File: src/rtl/edge_event_bank_pkg.sv
// Shared definitions for the edge event bank.
// Holds the per-channel event mode encoding and the helper that sizes the
// glitch-filter counter from the requested filter length.
package edge_event_bank_pkg;

    localparam logic [1:0] MODE_OFF  = 2'b00;
    localparam logic [1:0] MODE_RISE = 2'b01;
    localparam logic [1:0] MODE_FALL = 2'b10;
    localparam logic [1:0] MODE_BOTH = 2'b11;

    // Counter must hold values up to FILTER_CYCLES-1; the +1 keeps the
    // width at least one bit when FILTER_CYCLES is 1.
    function automatic int filter_cnt_width(input int filter_cycles);
        return $clog2(filter_cycles + 1);
    endfunction

endpackage

File: src/rtl/edge_event_channel.sv
// One channel of the edge event bank: synchroniser, glitch filter,
// rising/falling pulse generation and sticky pending/overrun flags.
//
// Ports:
//   clk      in   clock
//   rst      in   synchronous active-high reset
//   d        in   raw input, asynchronous to clk
//   mode     in   event mode (off / rise / fall / both)
//   clr      in   clear for pending and overrun
//   level    out  filtered level
//   up       out  one-cycle pulse on filtered rising edge
//   down     out  one-cycle pulse on filtered falling edge
//   pending  out  sticky: enabled event seen
//   overrun  out  sticky: enabled event seen while pending already set
module edge_event_channel
    import edge_event_bank_pkg::*;
#(
    parameter int   SYNC_STAGES   = 2,
    parameter int   FILTER_CYCLES = 4,
    parameter logic INIT_LEVEL    = 1'b0
) (
    input  logic       clk,
    input  logic       rst,
    input  logic       d,
    input  logic [1:0] mode,
    input  logic       clr,
    output logic       level,
    output logic       up,
    output logic       down,
    output logic       pending,
    output logic       overrun
);

    localparam int             CW       = filter_cnt_width(FILTER_CYCLES);
    localparam logic [CW-1:0]  CNT_LAST = CW'(FILTER_CYCLES - 1);

    logic [SYNC_STAGES-1:0] sync_q;
    logic [CW-1:0]          cnt_q, cnt_d;
    logic                   level_q, level_d;
    logic                   up_q, down_q;
    logic                   pending_q, pending_d;
    logic                   overrun_q, overrun_d;
    logic                   s;
    logic                   ev;
    logic                   rise_en, fall_en;

    assign s = sync_q[SYNC_STAGES-1];

    always_comb begin
        level_d = level_q;
        cnt_d   = cnt_q;
        if (s == level_q) begin
            cnt_d = '0;
        end else if (cnt_q == CNT_LAST) begin
            level_d = s;
            cnt_d   = '0;
        end else begin
            cnt_d = cnt_q + 1'b1;
        end
    end

    assign rise_en = (mode == MODE_RISE) || (mode == MODE_BOTH);
    assign fall_en = (mode == MODE_FALL) || (mode == MODE_BOTH);
    assign ev      = (up_q & rise_en) | (down_q & fall_en);

    // Set dominates clear so an event arriving with clr is never dropped.
    assign pending_d = ev | (pending_q & ~clr);
    assign overrun_d = (ev & pending_q) | (overrun_q & ~clr);

    always_ff @(posedge clk) begin
        if (rst) begin
            sync_q    <= {SYNC_STAGES{INIT_LEVEL}};
            cnt_q     <= '0;
            level_q   <= INIT_LEVEL;
            up_q      <= 1'b0;
            down_q    <= 1'b0;
            pending_q <= 1'b0;
            overrun_q <= 1'b0;
        end else begin
            sync_q    <= {sync_q[SYNC_STAGES-2:0], d};
            cnt_q     <= cnt_d;
            level_q   <= level_d;
            up_q      <= level_d & ~level_q;
            down_q    <= ~level_d & level_q;
            pending_q <= pending_d;
            overrun_q <= overrun_d;
        end
    end

    assign level   = level_q;
    assign up      = up_q;
    assign down    = down_q;
    assign pending = pending_q;
    assign overrun = overrun_q;

endmodule

File: src/rtl/edge_event_bank.sv
// Multi-channel edge event bank: WIDTH independent edge_event_channel
// instances plus an interrupt line that is the OR of all pending flags.
//
// Ports:
//   clk      in   clock
//   rst      in   synchronous active-high reset
//   d        in   [WIDTH]    raw inputs, asynchronous to clk
//   mode     in   [2*WIDTH]  per-channel mode, channel i uses mode[2i+1:2i]
//   clr      in   [WIDTH]    per-channel clear of pending/overrun
//   level    out  [WIDTH]    filtered levels
//   up       out  [WIDTH]    rising-edge pulses
//   down     out  [WIDTH]    falling-edge pulses
//   pending  out  [WIDTH]    sticky event flags
//   overrun  out  [WIDTH]    sticky overrun flags
//   irq      out             OR of pending
module edge_event_bank
    import edge_event_bank_pkg::*;
#(
    parameter int               WIDTH         = 8,
    parameter int               SYNC_STAGES   = 2,
    parameter int               FILTER_CYCLES = 4,
    parameter logic [WIDTH-1:0] INIT_LEVEL    = {WIDTH{1'b0}}
) (
    input  logic                 clk,
    input  logic                 rst,
    input  logic [WIDTH-1:0]     d,
    input  logic [2*WIDTH-1:0]   mode,
    input  logic [WIDTH-1:0]     clr,
    output logic [WIDTH-1:0]     level,
    output logic [WIDTH-1:0]     up,
    output logic [WIDTH-1:0]     down,
    output logic [WIDTH-1:0]     pending,
    output logic [WIDTH-1:0]     overrun,
    output logic                 irq
);

    for (genvar i = 0; i < WIDTH; i++) begin : g_ch
        edge_event_channel #(
            .SYNC_STAGES   (SYNC_STAGES),
            .FILTER_CYCLES (FILTER_CYCLES),
            .INIT_LEVEL    (INIT_LEVEL[i])
        ) u_ch (
            .clk     (clk),
            .rst     (rst),
            .d       (d[i]),
            .mode    (mode[2*i +: 2]),
            .clr     (clr[i]),
            .level   (level[i]),
            .up      (up[i]),
            .down    (down[i]),
            .pending (pending[i]),
            .overrun (overrun[i])
        );
    end

    assign irq = |pending;

endmodule

File: config.mk
export PLATFORM = sky130hd
export DESIGN_NAME = edge_event_bank
export DESIGN_NICKNAME = d
export VERILOG_FILES = /design/src/rtl/edge_event_bank_pkg.sv /design/src/rtl/edge_event_channel.sv /design/src/rtl/edge_event_bank.sv
export SDC_FILE = /design/constraint.sdc
export NUM_CORES = 1
export LEC_CHECK = 0
export ABC_AREA = 0
export ABC_CLOCK_PERIOD_IN_PS = 1250
export CAP_MARGIN = 20
export CORE_MARGIN = 4
export CORE_UTILIZATION = 40
export CTS_CLUSTER_DIAMETER = 120
export DETAILED_ROUTE_END_ITERATION = 12
export GPL_ROUTABILITY_DRIVEN = 0
export MAX_ROUTING_LAYER = met4
export PLACE_DENSITY_LB_ADDON = 0.1
export SLEW_MARGIN = 20
export SYNTH_ARGS = -nofsm -noshare
export SYNTH_HDL_FRONTEND = slang
export SYNTH_SLANG_ARGS = --single-unit
File: constraint.sdc
create_clock -name clk -period 1.25 [get_ports clk]
set_input_delay 0.1875 -clock clk [delete_from_list [all_inputs] [get_ports clk]]
set_output_delay 0.1875 -clock clk [all_outputs]
set_load 0.1 [all_outputs]
# [Yosys cells after proc, flatten, opt, wreduce, memory -nomap -nowiden]
# Cells that the tools add are included.
[word_totals] reg_bits=80 word_cells=249
[classes] addsub=8 n_eq_ne=40 n_mux=16 bitwise_logic=104 reduce_logical=25
[op_table] operator="$and 1x1->1" n=56
[op_table] operator="$eq 2x2->1 const B" n=16
[op_table] operator="$add 3x1->3 const B" n=8
[op_table] operator="$eq 3x2->1 const B" n=8
[op_table] operator="$not 1->1" n=24
[op_table] operator="$or 1x1->1" n=24
[op_table] operator="$reduce_or 3->1" n=8
[op_table] operator="$eq 2x1->1 const B" n=8
[op_table] operator="$logic_or 1x1->1" n=16
[op_table] operator="$mux 1" n=16
[op_table] operator="$eq 1x1->1" n=8
[op_table] operator="$reduce_or 8->1" n=1

# [Depth between registers and ports, before layout]
[logic_depth] word_depth=6 mapped_depth=4 mapped_depth_nobuf=4

# [Cells and area by module]
# A second synthesis with hierarchy kept.
[unflattened] cells_unflattened=243 area_unflattened_um2=2808.9
[modules_own_cells] module="edge_event_channel" instances=8 cells_per_inst=30 area_per_inst_um2=349.1
[modules_own_cells] module="edge_event_bank" instances=1 cells_per_inst=3 area_per_inst_um2=16.3

# [Worst setup path after synthesis]
# OpenSTA, ideal clock, no wires.
[synth_timing] kind="flip-flop to output port" start="reg g_ch[1].u_ch.pending_q" end="out irq" path_buffers=0 slack_ns=-0.085 stages_incl_launch_ff=3 t_arrival_ns=1.147 cell_sequence="dfxtp_1 -> nor4_1 -> nand2_1"
[synth_via] elab_chain_cells=1
[synth_rtl] element="start, declared" line_no="edge_event_channel.sv:41" text="logic pending_q, pending_d;"
[synth_rtl] element="start signal, assigned" line_no="edge_event_channel.sv:85" text="pending_q <= pending_d;"
[synth_rtl] element="$reduce_or 8->1" line_no="edge_event_bank.sv:56" text="assign irq = |pending;"
[synth_rtl] element="end, declared" line_no="edge_event_bank.sv:34" text="output logic irq"
# Every way passes these cells.

# [Worst setup path after layout]
[layout_timing] start="reg g_ch[4].u_ch.pending_q" end="out irq"
[layout_via] elab_chain_cells=1
[layout_rtl] element="start, declared" line_no="edge_event_channel.sv:41"
[layout_rtl] element="start signal, assigned" line_no="edge_event_channel.sv:85"
[layout_rtl] element="$reduce_or 8->1" line_no="edge_event_bank.sv:56"
# Every way passes these cells.

==> reports/results.md <==
Status
• **status** complete, but fails checks
• **violations in the final reports** negative setup slack

Detailed routing
• **DRC** 0
• **average via count per standard cell** 4.61
• **total vias in the final route** 2014
• **Routed Antenna Nets** 0
• **DR WL/cell** 12.1 um
• **Starting DRT DRC Count** 73
• **Final Routed Wirelength** 5290 um
• **number of detailed-routing iterations run before antenna repair** 3

Synth
• **simple-gate portion of the synthesized area** 20.5%
• **largest family of logic cells by synthesized area** simple AND/OR/NAND/NOR gates
• **Gate Count Post-Synth** 285
• **nets in the synthesized netlist** 335
• **sequential-to-total area share from yosys stat** 49.9%
• **summed instance area of the synthesized netlist** 3210 um2
• **Seq cells post-synth** 80
• **number of warnings reported in the yosys synthesis log** 0
• **area share of fa/ha/maj cells after synthesis** 6.24%
• **post-synthesis compound-gate area fraction** 5.30%
• **Distinct cells, synth** 20
• **Avg Inst Size Synth** 11.3 um2
• **portion of netlist area occupied by mux cells** 2.50%
• **XOR/XNOR Fraction of Synth Area** 2.18%

STA
• **unrepaired setup endpoints after global routing** true
• **final-report setup violation count** 1
• **worst setup slack after layout** -0.156 ns
• **number of failing hold endpoints at the final stage** 0
• **upper clock frequency limit** 711 MHz
• **fin. max-slew vios** 0
• **clock period minus final worst setup slack** 1.41 ns
• **fraction of the cycle the final worst path needs** 112%
• **worst max-slew margin expressed relative to the limit** 79.7%
• **post-route clock skew** 0.00570 ns
• **transition time of the tightest slew-check pin** 0.303 ns
• **final hold slack** 0.304 ns

GRT
• **via count of the first global-routing pass** 1944
• **total global-route track usage** 11.9%
• **first-pass GRT wire length** 8760 um
• **overflow left after global routing** 0
• **number of antenna violations at the first check in global routing** 0
• **largest net degree at the start of global routing** 45

Critical path
• **endpoint class of the critical path** output pin
• **series of cell instances along the critical path** nor4_4, nand2_2, buf_12
• **crit path max fanout** 2
• **Critical Path Slowest Stage Cell** dfxtp_2
• **startpoint types** flop
• **Crit path required time** 1.06 ns
• **type of the worst setup path** flop to output pin
• **arrival time reported for the critical path endpoint** 1.22 ns
• **Largest stage delay, worst path** 0.34 ns

Finish
• **fraction of layout instances using a drive strength above 1** 34.3%
• **synthesis-to-finish area growth** 41.1%
• **commonest non-fill, non-tap cells in the layout** 66 x dfxtp_1, 43 x buf_12, 32 x clkdlybuf4s50_1
• **non-filler instance count after layout** 437
• **most common cell after layout, fill and taps aside** dfxtp_1
• **post-layout util** 58.3%
• **antenna diode count** 0
• **design area** 4530 um2
• **Final #Nets** 380

Flow run
• **max-cap check violation count** 0

Clock network
• **Clock Sinks** 80
• **setup repair bufs after CTS** 0
• **number of H-tree levels** 3
• **CTS Buffer Depth** 2
• **clock transition at the register clock pins on the worst setup and hold paths after CTS** 0.08 ns
• **clock buffers created by TritonCTS** 9
• **TritonCTS clock tree** done
• **master cell of the clock root buffer** clkbuf_8
• **Skew-Pair Late Insertion Delay** 0.34 ns

Place
• **Post-Place Cells** 421
• **placed cell area** 4190 um2
• **count of buffers from port buffering** 74
• **HPWL after detailed placement** 3930 um

Floorplan
• **die outline height** 97.6 um
• **die area** 9520 um2
• **Starting Density** 41.3%
• **number of placement rows** 32
• **horizontal die dimension** 97.6 um
• **core area** 7770 um2
• **I/O pins** 75

Power and ir drop
• **leakage power of the design** 0.00166 uW
• **Power Density** 1130 nW/um2
• **worst IR drop on VDD** 559 uV

Min path
• **kind of path behind the tightest hold check** input port to flop

-- critical path, delay by kind of cell (launching register included) --
kind	cells	cell delay, ns
simple gates	2	0.37
flops	1	0.34
buf+inv	1	0.17
-- where the power goes --
group	internal, uW	switching (uW)
Combinational	142	78.2
Clock	1430	878
Sequential	2580	15.8
Total	4150	972
-- registers in the layout, summed over array words and instances, names as in the netlist --
register / cells
g_ch.u_ch.cnt_q: 24
g_ch.u_ch.sync_q: 16
g_ch.u_ch.down: 8
g_ch.u_ch.level: 8
g_ch.u_ch.overrun: 8
g_ch.u_ch.pending: 8
g_ch.u_ch.up: 8
-- path summary, 6_finish.rpt --
check	from	end	slack, ns	cells past startpoint
hold / removal	rst	g_ch[6].u_ch.sync_q[1]$_SDFF_PP0_	0.30	3
hold reg to reg	g_ch[5].u_ch.cnt_q[0]$_SDFF_PP0_	g_ch[5].u_ch.cnt_q[0]$_SDFF_PP0_	0.43	1
setup / recovery	g_ch[4].u_ch.pending$_SDFF_PP0_	irq	-0.16	3
setup reg to reg	g_ch[7].u_ch.cnt_q[0]$_SDFF_PP0_	g_ch[7].u_ch.level$_SDFF_PP0_	0.05	4
-- layout make-up --
class | instances | area [um2]
repair buffers | 84 | 1250
inverters | 8 | 30.0
multi-input cells | 147 | 1250
clock buffers | 11 | 151
flip-flops and latches | 80 | 1620
fillers | 664 | 3240
clock inverters | 5 | 103
well taps | 102 | 128
-- through the flow --
step | total power, uW | worst slack, ns | setup TNS, ns
floorplan | 2770 | 0.0574 | 0
global placement | 2870 | 0.0726 | 0
detailed placement | 2880 | 0.0317 | 0
CTS | 5220 | -0.196 | -0.196
global route | 5340 | -0.246 | -0.252
finish | 5120 | -0.156 | -0.156
-- timing repair --
item | CTS | global route
pin swaps | 3 | 1
endpoints found under the setup margin | 1 | 21
gates cloned | 0 | 0
hold buffers | 0 | 0
gates resized for setup | 11 | 19
-- layer usage --
metal | share of wire [%] | up-vias | global-route usage, %
met2 | 43 | 57 | 16.9
met3 | 6.2 | 8 | 3.88
met5 | 0 | - | -
met4 | 2.4 | 0 | 6.39
li1 | - | 1039 | -
met1 | 48 | 910 | 14.9
-- kinds of logic (layout without fill, tap and decap cells) --
logic type	after synthesis	in the layout
and+or+nand+nor	91	91
DFF	80	80
buffers and inverters	58	108
AOI/OAI and AO/OA	24	24
adders and majority gates	16	16
xor gates and xnor gates	8	8
muxes	8	8
-- synthesized netlist by cell type (all sizes together) --
| master | number | area (um2) |
|---|---|---|
| mux2i | 8 | 80.1 |
| ha | 16 | 200 |
| nor2 | 16 | 60.1 |
| nor4b | 8 | 120 |
| nor2b | 16 | 100 |
| o2bb2ai | 8 | 70.1 |
| nand2b | 16 | 100 |
| a21oi | 8 | 40.0 |
| nor4 | 18 | 113 |
| inv | 8 | 30.0 |
| buf | 50 | 400 |
| a22oi | 8 | 60.1 |
| dfxtp | 80 | 1600 |
| and4bb | 8 | 100 |
| xnor2 | 8 | 70.1 |
| nand2 | 1 | 3.75 |
| nor3 | 8 | 60.1 |
Power figures use the tool's default switching activity.
